$ cat src/rtl/program_loader.sv
`default_nettype none
// ============================================================================
// Module      : program_loader
// Description : Byte-stream program loader. It takes an origin word, a count
//               word and then count data words (each MSB byte first), and it
//               issues a one-cycle memory write for each data word.
//               Define LOADER_CHECKSUM_EN to require a trailing sum-of-data
//               checksum word.
// Revision    : 1.0 - initial release
// ============================================================================
module program_loader #(
    parameter int TIMEOUT_CYCLES = 50000
) (
    input  logic        clk,
    input  logic        reset,
    input  logic        start,
    input  logic [7:0]  byte_in,
    input  logic        byte_valid,
    output logic        byte_ready,
    output logic [15:0] address_out,
    output logic [15:0] data_out,
    output logic        we_out,
    output logic        busy,
    output logic        done,
    output logic        error
);

    localparam int c_tw = $clog2(TIMEOUT_CYCLES + 1);
    localparam logic [c_tw-1:0] c_idle_max = c_tw'(TIMEOUT_CYCLES - 1);

    localparam logic [3:0] c_st_idle    = 4'd0;
    localparam logic [3:0] c_st_org_hi  = 4'd1;
    localparam logic [3:0] c_st_org_lo  = 4'd2;
    localparam logic [3:0] c_st_cnt_hi  = 4'd3;
    localparam logic [3:0] c_st_cnt_lo  = 4'd4;
    localparam logic [3:0] c_st_data_hi = 4'd5;
    localparam logic [3:0] c_st_data_lo = 4'd6;
    localparam logic [3:0] c_st_write   = 4'd7;
    localparam logic [3:0] c_st_done    = 4'd8;
    localparam logic [3:0] c_st_error   = 4'd9;
`ifdef LOADER_CHECKSUM_EN
    localparam logic [3:0] c_st_chk_hi  = 4'd10;
    localparam logic [3:0] c_st_chk_lo  = 4'd11;
    localparam logic [3:0] c_st_complete = c_st_chk_hi;
`else
    localparam logic [3:0] c_st_complete = c_st_done;
`endif

    logic [3:0]      r_state;
    logic [15:0]     r_origin;
    logic [15:0]     r_count;
    logic [15:0]     r_index;
    logic [7:0]      r_hi;
    logic [15:0]     r_addr;
    logic [15:0]     r_data;
    logic [c_tw-1:0] r_idle;
`ifdef LOADER_CHECKSUM_EN
    logic [15:0]     r_sum;
`endif

    logic        w_rx;
    logic        w_accept;
    logic [15:0] w_word;
    logic [15:0] w_next_index;

    always_comb begin
        w_rx = 1'b0;
        case (r_state)
            c_st_org_hi, c_st_org_lo, c_st_cnt_hi, c_st_cnt_lo,
            c_st_data_hi, c_st_data_lo: w_rx = 1'b1;
`ifdef LOADER_CHECKSUM_EN
            c_st_chk_hi, c_st_chk_lo:   w_rx = 1'b1;
`endif
            default:                    w_rx = 1'b0;
        endcase
    end

    assign w_accept     = w_rx & byte_valid;
    assign w_word       = {r_hi, byte_in};
    assign w_next_index = r_index + 16'd1;

    always_ff @(posedge clk or posedge reset) begin
        if (reset) begin
            r_state  <= c_st_idle;
            r_origin <= 16'd0;
            r_count  <= 16'd0;
            r_index  <= 16'd0;
            r_hi     <= 8'd0;
            r_addr   <= 16'd0;
            r_data   <= 16'd0;
            r_idle   <= '0;
`ifdef LOADER_CHECKSUM_EN
            r_sum    <= 16'd0;
`endif
        end else if (w_rx) begin
            if (w_accept) begin
                r_idle <= '0;
                case (r_state)
                    c_st_org_hi: begin
                        r_hi    <= byte_in;
                        r_state <= c_st_org_lo;
                    end
                    c_st_org_lo: begin
                        r_origin <= w_word;
                        r_state  <= c_st_cnt_hi;
                    end
                    c_st_cnt_hi: begin
                        r_hi    <= byte_in;
                        r_state <= c_st_cnt_lo;
                    end
                    c_st_cnt_lo: begin
                        r_count <= w_word;
                        r_state <= (w_word == 16'd0) ? c_st_complete : c_st_data_hi;
                    end
                    c_st_data_hi: begin
                        r_hi    <= byte_in;
                        r_state <= c_st_data_lo;
                    end
                    c_st_data_lo: begin
                        // Address wraps naturally at 16 bits
                        r_addr  <= r_origin + r_index;
                        r_data  <= w_word;
`ifdef LOADER_CHECKSUM_EN
                        r_sum   <= r_sum + w_word;
`endif
                        r_state <= c_st_write;
                    end
`ifdef LOADER_CHECKSUM_EN
                    c_st_chk_hi: begin
                        r_hi    <= byte_in;
                        r_state <= c_st_chk_lo;
                    end
                    c_st_chk_lo: begin
                        r_state <= (w_word == r_sum) ? c_st_done : c_st_error;
                    end
`endif
                    default: r_state <= c_st_idle;
                endcase
            end else if (r_idle == c_idle_max) begin
                r_state <= c_st_error;
            end else begin
                r_idle <= r_idle + 1'b1;
            end
        end else begin
            case (r_state)
                c_st_idle, c_st_done, c_st_error: begin
                    if (start) begin
                        r_state <= c_st_org_hi;
                        r_index <= 16'd0;
                        r_idle  <= '0;
`ifdef LOADER_CHECKSUM_EN
                        r_sum   <= 16'd0;
`endif
                    end
                end
                c_st_write: begin
                    r_index <= w_next_index;
                    r_state <= (w_next_index == r_count) ? c_st_complete : c_st_data_hi;
                end
                default: r_state <= c_st_idle;
            endcase
        end
    end

    assign byte_ready  = w_rx;
    assign we_out      = (r_state == c_st_write);
    assign address_out = r_addr;
    assign data_out    = r_data;
    assign done        = (r_state == c_st_done);
    assign error       = (r_state == c_st_error);
    assign busy        = !((r_state == c_st_idle) || (r_state == c_st_done) ||
                           (r_state == c_st_error));

endmodule
`default_nettype wire

$ cat config.mk
export PLATFORM = sky130hd
export DESIGN_NAME = program_loader
export DESIGN_NICKNAME = d
export VERILOG_FILES = /design/src/rtl/program_loader.sv
export SDC_FILE = /design/constraint.sdc
export NUM_CORES = 1
export LEC_CHECK = 0
export CAP_MARGIN = 20
export CORE_ASPECT_RATIO = 0.6
export CORE_MARGIN = 5
export CORE_UTILIZATION = 37
export CTS_BUF_LIST = sky130_fd_sc_hd__clkbuf_4
export CTS_CLUSTER_SIZE = 14
export DETAILED_ROUTE_END_ITERATION = 10
export GPL_TIMING_DRIVEN = 1
export HOLD_SLACK_MARGIN = 0.12
export PLACE_DENSITY = 0.54
export SETUP_SLACK_MARGIN = 0.3
export SYNTH_ARGS = -nofsm -noshare
export SYNTH_HDL_FRONTEND = slang
export SYNTH_SLANG_ARGS = --single-unit
$ cat constraint.sdc
create_clock -name clk -period 8.21 [get_ports clk]
set_input_delay 2.463 -clock clk [delete_from_list [all_inputs] [get_ports clk]]
set_output_delay 2.463 -clock clk [all_outputs]
set_load 0.05 [all_outputs]
==> reports/results.ini <==
[placed_design]
dp_worst_setup_slack_ps=2940
gp_congestion=0.887
hpwl_um=10100
dp_cells=780
port_buffers=48

[cts]
clockRootBuffer=clkbuf_4
post_cts_resized=0
cts-buffers-inserted=9
htree_levels=3
hold_buffers=0
cts_setup_buffers=0
clock_sinks=108
path_clk_slew_ps=160
clk_latency_ps=480
cts_buffer_depth=2
cts_tree=done

[critical_path]
critPathLaunchType=flip-flop
crit_path_top_delay_cell=clkdlybuf4s50_1
worstPathBufferInverterCount=3
critPathKind=flip-flop to output pin
endpoint_kind=output pin
max_stage_delay_ps=870
crit_chain=nand2_1 > or2_0 > buf_4 > inv_1 > clkdlybuf4s50_1
path_delay_family=buffers and inverters
cp_max_fo=22
crit_arrival_ps=2910
cp_data_required_time_ps=5750

[finish]
multi_input_area_sq_um=2890
final_common_cell=dfrtp_1
diodes=0
nFillCells=1457
layout.nets=620
final_cell_mix=dfrtp_1 (108), mux2_2 (57), o21ai_0 (51), clkdlybuf4s50_1 (48), nand2_1 (39)
seqCellArea_sq_um=2700
drive_gt1_share_pct=15.2
layoutNonFillerInstCount=797
area_delta_synth_final_pct=13.9

[timing]
fmax_mhz=186
relSlewSlack_pct=37.2
finalSetupViolations=0
fin_crit_sh_pct=65.5
drv_slew=0
finalWorstSetupSlack_ps=2840
hold_viol=0
period_needed_ps=5370
tns_ps=0
tightest_slew_ps=942
finClkSkew_ps=28.7
rsz0062_at_grt=no

[route]
drt_iter0_drc=351
antenna_left=0
wl_um=13800
avgViaCountPerCell=5.33
dr.pass1.iters=5
num_vias=4247
route.detailed.drc=0
avgRoutedWirePerCell_um=17.3

[logic_synthesis]
yosysUniqueCellTypes=64
synth-edff-count=0
ys.flop_type=dfrtp_1
yosys_warnings=0
post_synth_instance_area_sq_um=5770
synthesis.instances=554
avgSynthCellArea_sq_um=10.4
yosysSeqAreaShare_pct=46.8
ys_ff_latch=108
syn-num-nets=584
async_flop_share_pct=100

[power]
power_switching_uw=924
combPwrFrac_pct=45.0
p_int_uw=1140
p_clk_share_pct=12.6
switching_share_pct=44.7
power.density_nw_per_um2=315
seqPwrFrac_pct=42.4
peakVddDrop_uv=164
p_leak_uw=0.00282

[global_route]
antenna_found_initial=0
grt_pass1_wl_um=22700
grt_pass1_vias=3989
overflow=0
track_usage_pct=15.8
grt_max_degree=76

[floorplan]
die_w_um=171
initial_utilization_pct=37.6
fp.coreArea_sq_um=15300
io_pins=49
dieArea_sq_um=18300
core.rowCount=35
die_h_um=107

[hold_path]
hold_path.class=flip-flop to flip-flop

[outcome]
status=finished clean

[run]
maxCapViolCount=0

==> cell families (layout without fill, tap and decap cells) <==
kind of cell	after synthesis	after routing	synth area share, %
and+or+nand+nor	171	171	15.8
AOI/OAI and AO/OA	111	111	12.1
DFF	108	108	46.8
muxes	57	57	11.1
xor gates and xnor gates	46	46	6.98
buffers and inverters	43	83	3.14
adders and majority gates	18	18	4.03
==> area by class of cell <==
type                    count  share of cell area [%]
repair buffers             52                    8.13
multi-input cells         403                    44.0
clock inverters             6                   0.895
well taps                 203                    3.87
inverters                  16                   0.952
flip-flops and latches    108                    41.1
clock buffers               9                    1.03
==> path summary, 6_finish.rpt <==
kind	start	endpoint	depth (start not counted)	slack [ps]
max	r_state[1]	we_out	5	2840
min	address_out[6]	address_out[6]	2	500
max reg2reg	r_index[0]	r_state[2]	8	5450
min reg2reg	address_out[6]	address_out[6]	2	500
max in group asynchronous	reset	r_index[8]	3	4590
min in group asynchronous	reset	data_out[12]	2	2290
==> cell usage after synthesis, types with 2 or more instances <==
library cell	n	area share, %
clkbuf_1	18	1.2
ha_1	17	3.7
a211o_1	2	0.30
buf_1	2	0.13
a21o_1	2	0.26
nor2b_1	4	0.43
nor4_1	8	0.87
a31oi_1	6	0.65
or2_2	2	0.22
inv_1	15	0.98
nor4b_1	2	0.30
a21oi_1	10	0.87
nor3_1	11	0.95
nand2_1	39	2.5
nor2_1	33	2.1
or3_1	5	0.54
o21bai_1	2	0.26
nor4bb_1	2	0.35
o21ai_1	2	0.17
and4_1	3	0.46
mux2_2	57	11
o31a_1	2	0.30
dfrtp_1	108	47
o21ai_0	51	4.4
xnor2_1	22	3.3
nand3_1	20	1.7
a211oi_1	6	0.78
buf_2	3	0.26
xor2_1	24	3.6
o41ai_1	3	0.46
buf_4	2	0.26
and3_1	5	0.54
or4_1	2	0.26
o31ai_1	9	1.2
nand4_1	7	0.76
nand3b_1	3	0.39
and2_1	6	0.65
o211ai_1	4	0.52
nand2b_1	7	0.76
nand2_2	2	0.22
o21a_1	3	0.39
==> through the flow <==
step | hold slack (ps) | total power [uW] | utilization [%] | cell area [sq um]
after floorplan | 479 | 1500 | - | 5770
after global placement | 463 | 1790 | 41.8 | 6410
after detailed placement | 471 | 1810 | 41.8 | 6410
after CTS | 506 | 2080 | 42.6 | 6530
after global routing | 530 | 2200 | 42.9 | 6570
final | 495 | 2070 | 42.9 | 6570
==> sequential cells by signal, summed over array words and instances (netlist names) <==
signal       count
r_state          4
data_out        16
r_origin        16
address_out     16
r_idle          16
r_count         16
r_hi             8
r_index         16
==> per-layer routing <==
metal / vias up / routed length, um / track usage [%]
li1: 2066 / - / -
met1: 2056 / 7830 / 26.9
met2: 115 / 5030 / 19.6
met3: 10 / 833 / 3.76
met4: 0 / 91 / 3.05
met5: - / 0 / 0
==> power by group through the flow <==
stage | registers [uW] | clock network, uW | logic, uW
3_3_place_gp | 880 | 0 | 914
6_report | 877 | 260 | 931
4_1_cts | 875 | 271 | 929
2_1_floorplan | 987 | 0 | 517
3_5_place_dp | 886 | 0 | 925
5_1_grt | 902 | 292 | 1010
==> worst reg2reg max path: cells and delay by family, from the launching register on <==
| family | cells | cell delay [ps] |
|---|---|---|
| compound gates | 2 | 320 |
| fa+ha+maj | 1 | 300 |
| flops | 1 | 520 |
| simple gates | 5 | 1500 |
Note: power is estimated with default switching activity, not from simulation.
